<file path="src/rtl/inst_fetch_unit.sv">
// Instruction fetch unit: small instruction store, one-cycle read latency, valid/ready issue
// handshake with redirect, halt-opcode detection and an accepted-instruction counter.
module inst_fetch_unit #(
    parameter int unsigned DEPTH   = 16,
    parameter logic [5:0]  HALT_OP = 6'b111111,
    localparam int unsigned AW     = $clog2(DEPTH)
) (
    input  logic          clk,
    input  logic          rst,
    input  logic          load_we,
    input  logic [AW-1:0] load_addr,
    input  logic [31:0]   load_data,
    input  logic          start,
    input  logic          stop,
    input  logic          inst_ready,
    input  logic          redirect,
    input  logic [AW-1:0] redirect_pc,
    output logic [31:0]   inst,
    output logic          inst_valid,
    output logic [AW-1:0] pc,
    output logic          busy,
    output logic          halted,
    output logic [15:0]   issue_count
);

    localparam logic [1:0] S_IDLE   = 2'd0;
    localparam logic [1:0] S_FETCH  = 2'd1;
    localparam logic [1:0] S_ISSUE  = 2'd2;
    localparam logic [1:0] S_HALTED = 2'd3;

    logic [31:0]   r_mem [DEPTH];
    logic [1:0]    r_state;
    logic [AW-1:0] r_pc;
    logic [31:0]   r_inst;
    logic [15:0]   r_count;

    logic [1:0]    w_state_nxt;
    logic [AW-1:0] w_pc_nxt;
    logic [AW-1:0] w_pc_inc;
    logic [31:0]   w_inst_nxt;
    logic [15:0]   w_count_nxt;
    logic          w_accept;
    logic          w_is_halt;
    logic          w_load_ok;

    assign w_accept  = (r_state == S_ISSUE) && inst_ready;
    assign w_is_halt = (r_inst[31:26] == HALT_OP);
    assign w_pc_inc  = (r_pc == AW'(DEPTH - 1)) ? '0 : r_pc + AW'(1);
    assign w_load_ok = load_we && ((r_state == S_IDLE) || (r_state == S_HALTED));

    // Store is deliberately not reset; contents survive rst.
    always_ff @(posedge clk) begin
        if (w_load_ok) begin
            r_mem[load_addr] <= load_data;
        end
    end

    always_comb begin
        w_state_nxt = r_state;
        w_pc_nxt    = r_pc;
        w_inst_nxt  = r_inst;
        w_count_nxt = r_count;
        // An acceptance counts even when stop aborts in the same cycle.
        if (w_accept) begin
            w_count_nxt = r_count + 16'd1;
        end
        case (r_state)
            S_IDLE, S_HALTED: begin
                if (stop) begin
                    w_state_nxt = S_IDLE;
                end else if (start) begin
                    w_state_nxt = S_FETCH;
                    w_pc_nxt    = '0;
                    w_count_nxt = 16'd0;
                end
            end
            S_FETCH: begin
                if (stop) begin
                    w_state_nxt = S_IDLE;
                end else begin
                    w_inst_nxt  = r_mem[r_pc];
                    w_state_nxt = S_ISSUE;
                end
            end
            S_ISSUE: begin
                if (stop) begin
                    w_state_nxt = S_IDLE;
                end else if (w_accept) begin
                    if (w_is_halt) begin
                        w_state_nxt = S_HALTED;
                    end else begin
                        w_state_nxt = S_FETCH;
                        w_pc_nxt    = redirect ? redirect_pc : w_pc_inc;
                    end
                end
            end
            default: w_state_nxt = S_IDLE;
        endcase
    end

    always_ff @(posedge clk or negedge rst) begin
        if (!rst) begin
            r_state <= S_IDLE;
            r_pc    <= '0;
            r_inst  <= 32'd0;
            r_count <= 16'd0;
        end else begin
            r_state <= w_state_nxt;
            r_pc    <= w_pc_nxt;
            r_inst  <= w_inst_nxt;
            r_count <= w_count_nxt;
        end
    end

    assign inst        = r_inst;
    assign pc          = r_pc;
    assign inst_valid  = (r_state == S_ISSUE);
    assign busy        = (r_state == S_FETCH) || (r_state == S_ISSUE);
    assign halted      = (r_state == S_HALTED);
    assign issue_count = r_count;

endmodule

</file>
<file path="config.mk">
export PLATFORM = sky130hd
export DESIGN_NAME = inst_fetch_unit
export DESIGN_NICKNAME = d
export VERILOG_FILES = /design/src/rtl/inst_fetch_unit.sv
export SDC_FILE = /design/constraint.sdc
export NUM_CORES = 1
export LEC_CHECK = 0
export CORE_MARGIN = 2
export CORE_UTILIZATION = 54
export DETAILED_ROUTE_END_ITERATION = 8
export GPL_TIMING_DRIVEN = 0
export PLACE_DENSITY = 0.75
export SETUP_SLACK_MARGIN = 0.1
export SYNTH_ARGS = -nofsm -noshare
export SYNTH_HDL_FRONTEND = slang
export SYNTH_SLANG_ARGS = --single-unit
</file>
<file path="constraint.sdc">
create_clock -name clk -period 3.9 [get_ports clk]
set_clock_uncertainty 0.1 [all_clocks]
set_input_delay 0.39 -clock clk [delete_from_list [all_inputs] [get_ports clk]]
set_output_delay 0.39 -clock clk [all_outputs]
set_load 0.03 [all_outputs]
</file>
After elaboration in Yosys (flattened, before gate mapping)
Memory sizes are Yosys's and may differ from the RTL's. A register that Yosys moved wholly into a read port is not among the register bits.
Index checks and enable logic that the tools add are counted.
{ "classes": {"bitwise": 1, "addsub": 2, "mux": 21, "n_reduce_logical": 11, "n_eq_ne": 12} }
{ "ops": {"columns": ["operator", "n"], "rows": [
  ["$mux 16", 4],
  ["$mux 4", 7],
  ["$add 16x1->16 const B", 1],
  ["$mux 2", 6],
  ["$ne 2x2->1 const B", 4],
  ["$pmux 4 s2", 1],
  ["$eq 6x6->1 const B", 1],
  ["$pmux 2 s3", 1],
  ["$reduce_and 6->1", 1],
  ["$add 4x1->4 const B", 1],
  ["$eq 2x2->1 const B", 2],
  ["$eq 4x4->1 const B", 1],
  ["$reduce_and 2->1", 2],
  ["$ne 3x2->1 const B", 1],
  ["$ne 3x3->1 const B", 1],
  ["$eq 2x1->1 const B", 1],
  ["$logic_and 1x1->1", 2],
  ["$logic_not 2->1", 1],
  ["$logic_or 1x1->1", 2],
  ["$mux 1", 2],
  ["$ne 2x1->1 const B", 1],
  ["$reduce_bool 2->1", 1],
  ["$reduce_or 2->1", 1],
  ["$logic_not 1->1", 1],
  ["$not 1->1", 1]
]} }
{ "word_totals": {"mem_bits_rw": 512, "in_bits": 47, "wordCells": 51, "out_inout_bits": 55, "mem_count": 1, "reg_bits": 22} }
{ "memory_table": {"columns": ["memory", "depth", "word_bits", "rd", "rd_ports_with_merged_regs", "write_ports", "line_no", "source"], "rows": [
  ["r_mem", 16, 32, 1, 1, 1, "31", "logic [31:0] r_mem [DEPTH];"]
]} }

Longest topological paths before layout
{ "depth": {"ltp_word": 7, "ltp_mapped": 8, "mapped_depth_nobuf": 6} }

Worst setup path after synthesis
Ideal clock, no wire load.
{ "synth_path": {"path_type": "reg-to-reg", "startpoint": "reg r_state[0]", "endpoint": "mem r_mem[0][0] (enable)", "slack_ns": -0.209, "n_path_buf": 1, "arrival_time_ns": 3.548, "setup_ns": 0.461, "t_required_ns": 3.339, "stages_incl_launch_ff": 7, "synth_period_minus_slack_ns": 4.109, "path_cell_list": "dfrtp_1 inv_1 ha_1 clkbuf_1 nand2_1 or3_1 nor3_1"} }
{ "synth_via": {"elab_chain_len": 5, "word_cells_on_any_way": 6, "cone_classes": "eq/ne (1); mux (2); reduce/logical (3)"} }
{ "synth_lines": {"columns": ["item", "line_no", "source"], "rows": [
  ["start, declared", "32", "logic [1:0] r_state;"],
  ["start signal, assigned", "108", "r_state <= w_state_nxt;"],
  ["$eq 2x2->1 / $logic_not 2->1 (equally long branches)", "49", "assign w_load_ok = load_we && ((r_state == S_IDLE) || (r_state == S_HALTED));"],
  ["$logic_or 1x1->1 (*)", "49", null],
  ["$logic_and 1x1->1 (*)", "49", null],
  ["$mux 1 (*)", "53", "if (w_load_ok) begin"],
  ["$mux 1 (implied by the code) (*)", "54", "r_mem[load_addr] <= load_data;"],
  ["end, declared", "31", null]
]} }
Every way passes the cells marked *; elsewhere a longest branch is shown, timed or not.

Worst setup path in the final report
{ "layout_path": {"startpoint": "reg r_state[0]", "endpoint": "mem r_mem[0][20] (enable)"} }
Same word-level chain as after synthesis.

==> results.md <==
- Worst stage delay on the critical path: 0.85 ns
- Gr ovfl total: 0
- Root Buffer Master: clkbuf_16
- Slew Viols, Final: 0
- Most common cell on crit path: buf_16
- DR WL/cell: 28.2 microns
- Reg2reg path depth: 8
- Clock Latency Late Sink: between 0.5 and 0.6 ns
- Sequential standard cell area: ~17000 sq um
- Ys flop type: edfxtp_1
- Core Area: 40800 sq um
- Syn Inst Count: 1193
- CTS Buf Count: 55
- Port buffer count: 100
- DP Area: between 20000 and 25000 sq um
- Worst slew pin tran: 1.42 ns
- Final Hold Viols: 0
- Slowest cell on crit path: nor3_4
- Peak supply drop: 0.343 mV
- Critical Path AT: 3.55 ns
- DRC Markers: 0
- Fmax: between 200 and 300 MHz
- Final WS setup: around 0.53 ns
- Register area share after synthesis: 74.8%
- Detailed Route WL: 55000 microns
- Largest fanout on the critical path: 12
- Htree depth: 2
- Fin nets: roughly 1400
- WS Path Type: flop to flop
- Number of library cell types mapped by synthesis: 50
- Share of layout cells above drive strength 1: approximately a fifth
- CP Cell Sequence: inv_1 -> ha_1 -> clkbuf_1 -> nand2_1 -> or3_1 -> nor3_4 -> buf_16 -> buf_16
- WP buf/inv: 4
- First-pass GRT wire length: 80400 microns
- DIE WIDTH: 207 microns
- Critical path's top delay family: simple AND/OR/NAND/NOR gates
- Worst Hold Depth: 3
- # diodes: 0
- Status: finished clean
- Clk buf depth: 3
- Worst setup EP type: flop
- Antenna violations before repair: 0
- Most common cell after layout, fill and taps aside: edfxtp_1
- Most frequent cells in the layout: 512 x edfxtp_1, 129 x mux2i_1, 99 x clkdlybuf4s50_1
- Die H: ~210 microns
- Post-synth EDFFs: slightly above 500
- Area grow syn2layout: 17.9%
- Asr flop ratio synth: about a tenth
- Largest net degree at the start of global routing: 55
- Critical path depth: 8
- Yosys Warn Count: 0
- Setup-failing EPs final: 0
- Rows: 74
- Final instance area: 26300 sq um
- Clock net sink count: 566
- Initial Util: 54.7%
- Rel. slew slack: under 10%
- GPL Wtd Cong: 0.853
- Clock period minus worst slack: 3.37 ns
- Multi-input gate area in the final layout: 5300 sq um
- Maximum Capacitance Violations: 0
- Syn nets: 1245
- Number of synthesized register bits: 566
- Startpoint types: flop
- Pre-CTS setup slack: 0.605 ns
- Ports: just over 100
- RSZ-0062 raised after global routing: no
- Mapped cell area: 22300 sq um
- Pleak: 8.30 nW
- DRT Pass-1 Iters: 6
- Post-CTS setup repair buffer count: 0
- Via count: 12312
- Tcrit/Tclk final: 86.4%
- Die Footprint: 43000 sq um
- GRT Total Usage: 25.6%
- Min-delay worst type: input pin to flop
- Pwr dens: 527 nW/um^2
- HPWL Detailed: 33400 microns
- Syn avg cell area: 18.7 sq um
- TritonCTS clock tree: built
- Vias in the first global route: between 10000 and 15000
- WP data required: 4.08 ns
- Clk slew on worst S/H paths: 0.06 ns
- # fillers: 2691
- Final ANT Viol Nets: 0
- DRT iter0 DRCs: 1778
- Routed vias/inst: 6.32
cell type report:
cell class / count / share of cell area (%)
plain buffers: 70 / 1.66
clock inverters: 24 / 0.541
flip-flops and latches: 566 / 63.5
inverters: 5 / 0.0712
repair buffers: 121 / 5.66
multi-input cells: 552 / 20.1
clock buffers: 77 / 5.93
well taps: 532 / 2.53
routing by layer:
metal	vias up	global-route usage, %	part of all wire (%)
met2	749	40.5	48
met3	101	6.29	11
met4	0	7.12	2.3
met5	-	0	0
li1	5164	-	-
met1	6298	35.9	39
where the power goes:
part	switching, mW	internal, mW	total (mW)
registers	0.191	6.89	7.08
clock network	2.14	2.84	4.98
logic	1.11	0.713	1.82
total	3.44	10.4	13.9
sequential cells by signal, summed over array words and instances (netlist names):
signal,cells
inst,32
r_mem,512
pc,4
issue_count,16
r_state,2
what timing repair did:
item                      4_1_cts  5_1_grt
hold buffers                    1        0
gates resized for setup         0        0
hold endpoints to repair       54        0
worst reg2reg max path, cell delays in order, from the launching register on:
cell      delay [ns]
dfrtp_1         0.41
inv_1           0.06
ha_1            0.27
clkbuf_1        0.28
nand2_1         0.15
or3_1           0.52
nor3_4          0.85
buf_16          0.25
buf_16          0.17
worst paths after layout:
path,startpoint,endpoint,slack (ns)
worst max-delay path,r_state[0],r_mem[0][20],0.53
worst min-delay path,redirect,pc[0],0.19
worst max register to register,r_state[0],r_mem[0][20],0.53
worst min register to register,inst[15],inst[15],0.39
max in group asynchronous,rst,inst[15],2.69
min in group asynchronous,rst,inst[7],0.40
cell families after synthesis:
logic type / Yosys count / share of synthesized area, %
compound gates: 157 / 5.93
xor+xnor: 9 / 0.353
fa+ha+maj: 5 / 0.280
buf+inv: 75 / 2.04
flops: 566 / 74.8
mux: 193 / 12.2
simple gates: 188 / 4.33
synth_stat cells (all sizes together), types with 2 or more instances:
cell,number,area [sq um]
or4,2,15.0
o2bb2ai,2,17.5
mux2i,129,1290
clkbuf,30,120
o22ai,64,400
nor3b,2,15.0
nor2,27,101
and4,2,20.0
a211oi,33,408
or2,3,18.8
inv,5,18.8
buf,40,318
a21oi,11,55.1
a21o,2,15.0
nand3,8,52.6
xnor2,3,26.3
xor2,6,52.6
nand2,45,169
mux4,64,1440
o31ai,34,360
nor2b,35,219
or3,7,43.8
dfrtp,54,1350
nand4,5,31.3
ha,5,62.6
nand2b,5,31.3
nor3,39,195
and3,3,18.8
and2,3,18.8
edfxtp,512,15400
o21ai,7,35.0
stage by stage:
step	util, %	TNS [ns]	std cells	hold WS [ns]	power, mW
after global placement	58.9	-499.26	1825	0.367	8.95
after detailed placement	60.3	0	1845	0.379	9.01
after CTS	64.5	0	1947	0.158	13.9
after global routing	64.5	0	1947	0.214	14.3
final	64.5	0	1947	0.186	13.9
after floorplan	-	0	1193	-0.00559	8.16
(Power assumes the default switching activity.)
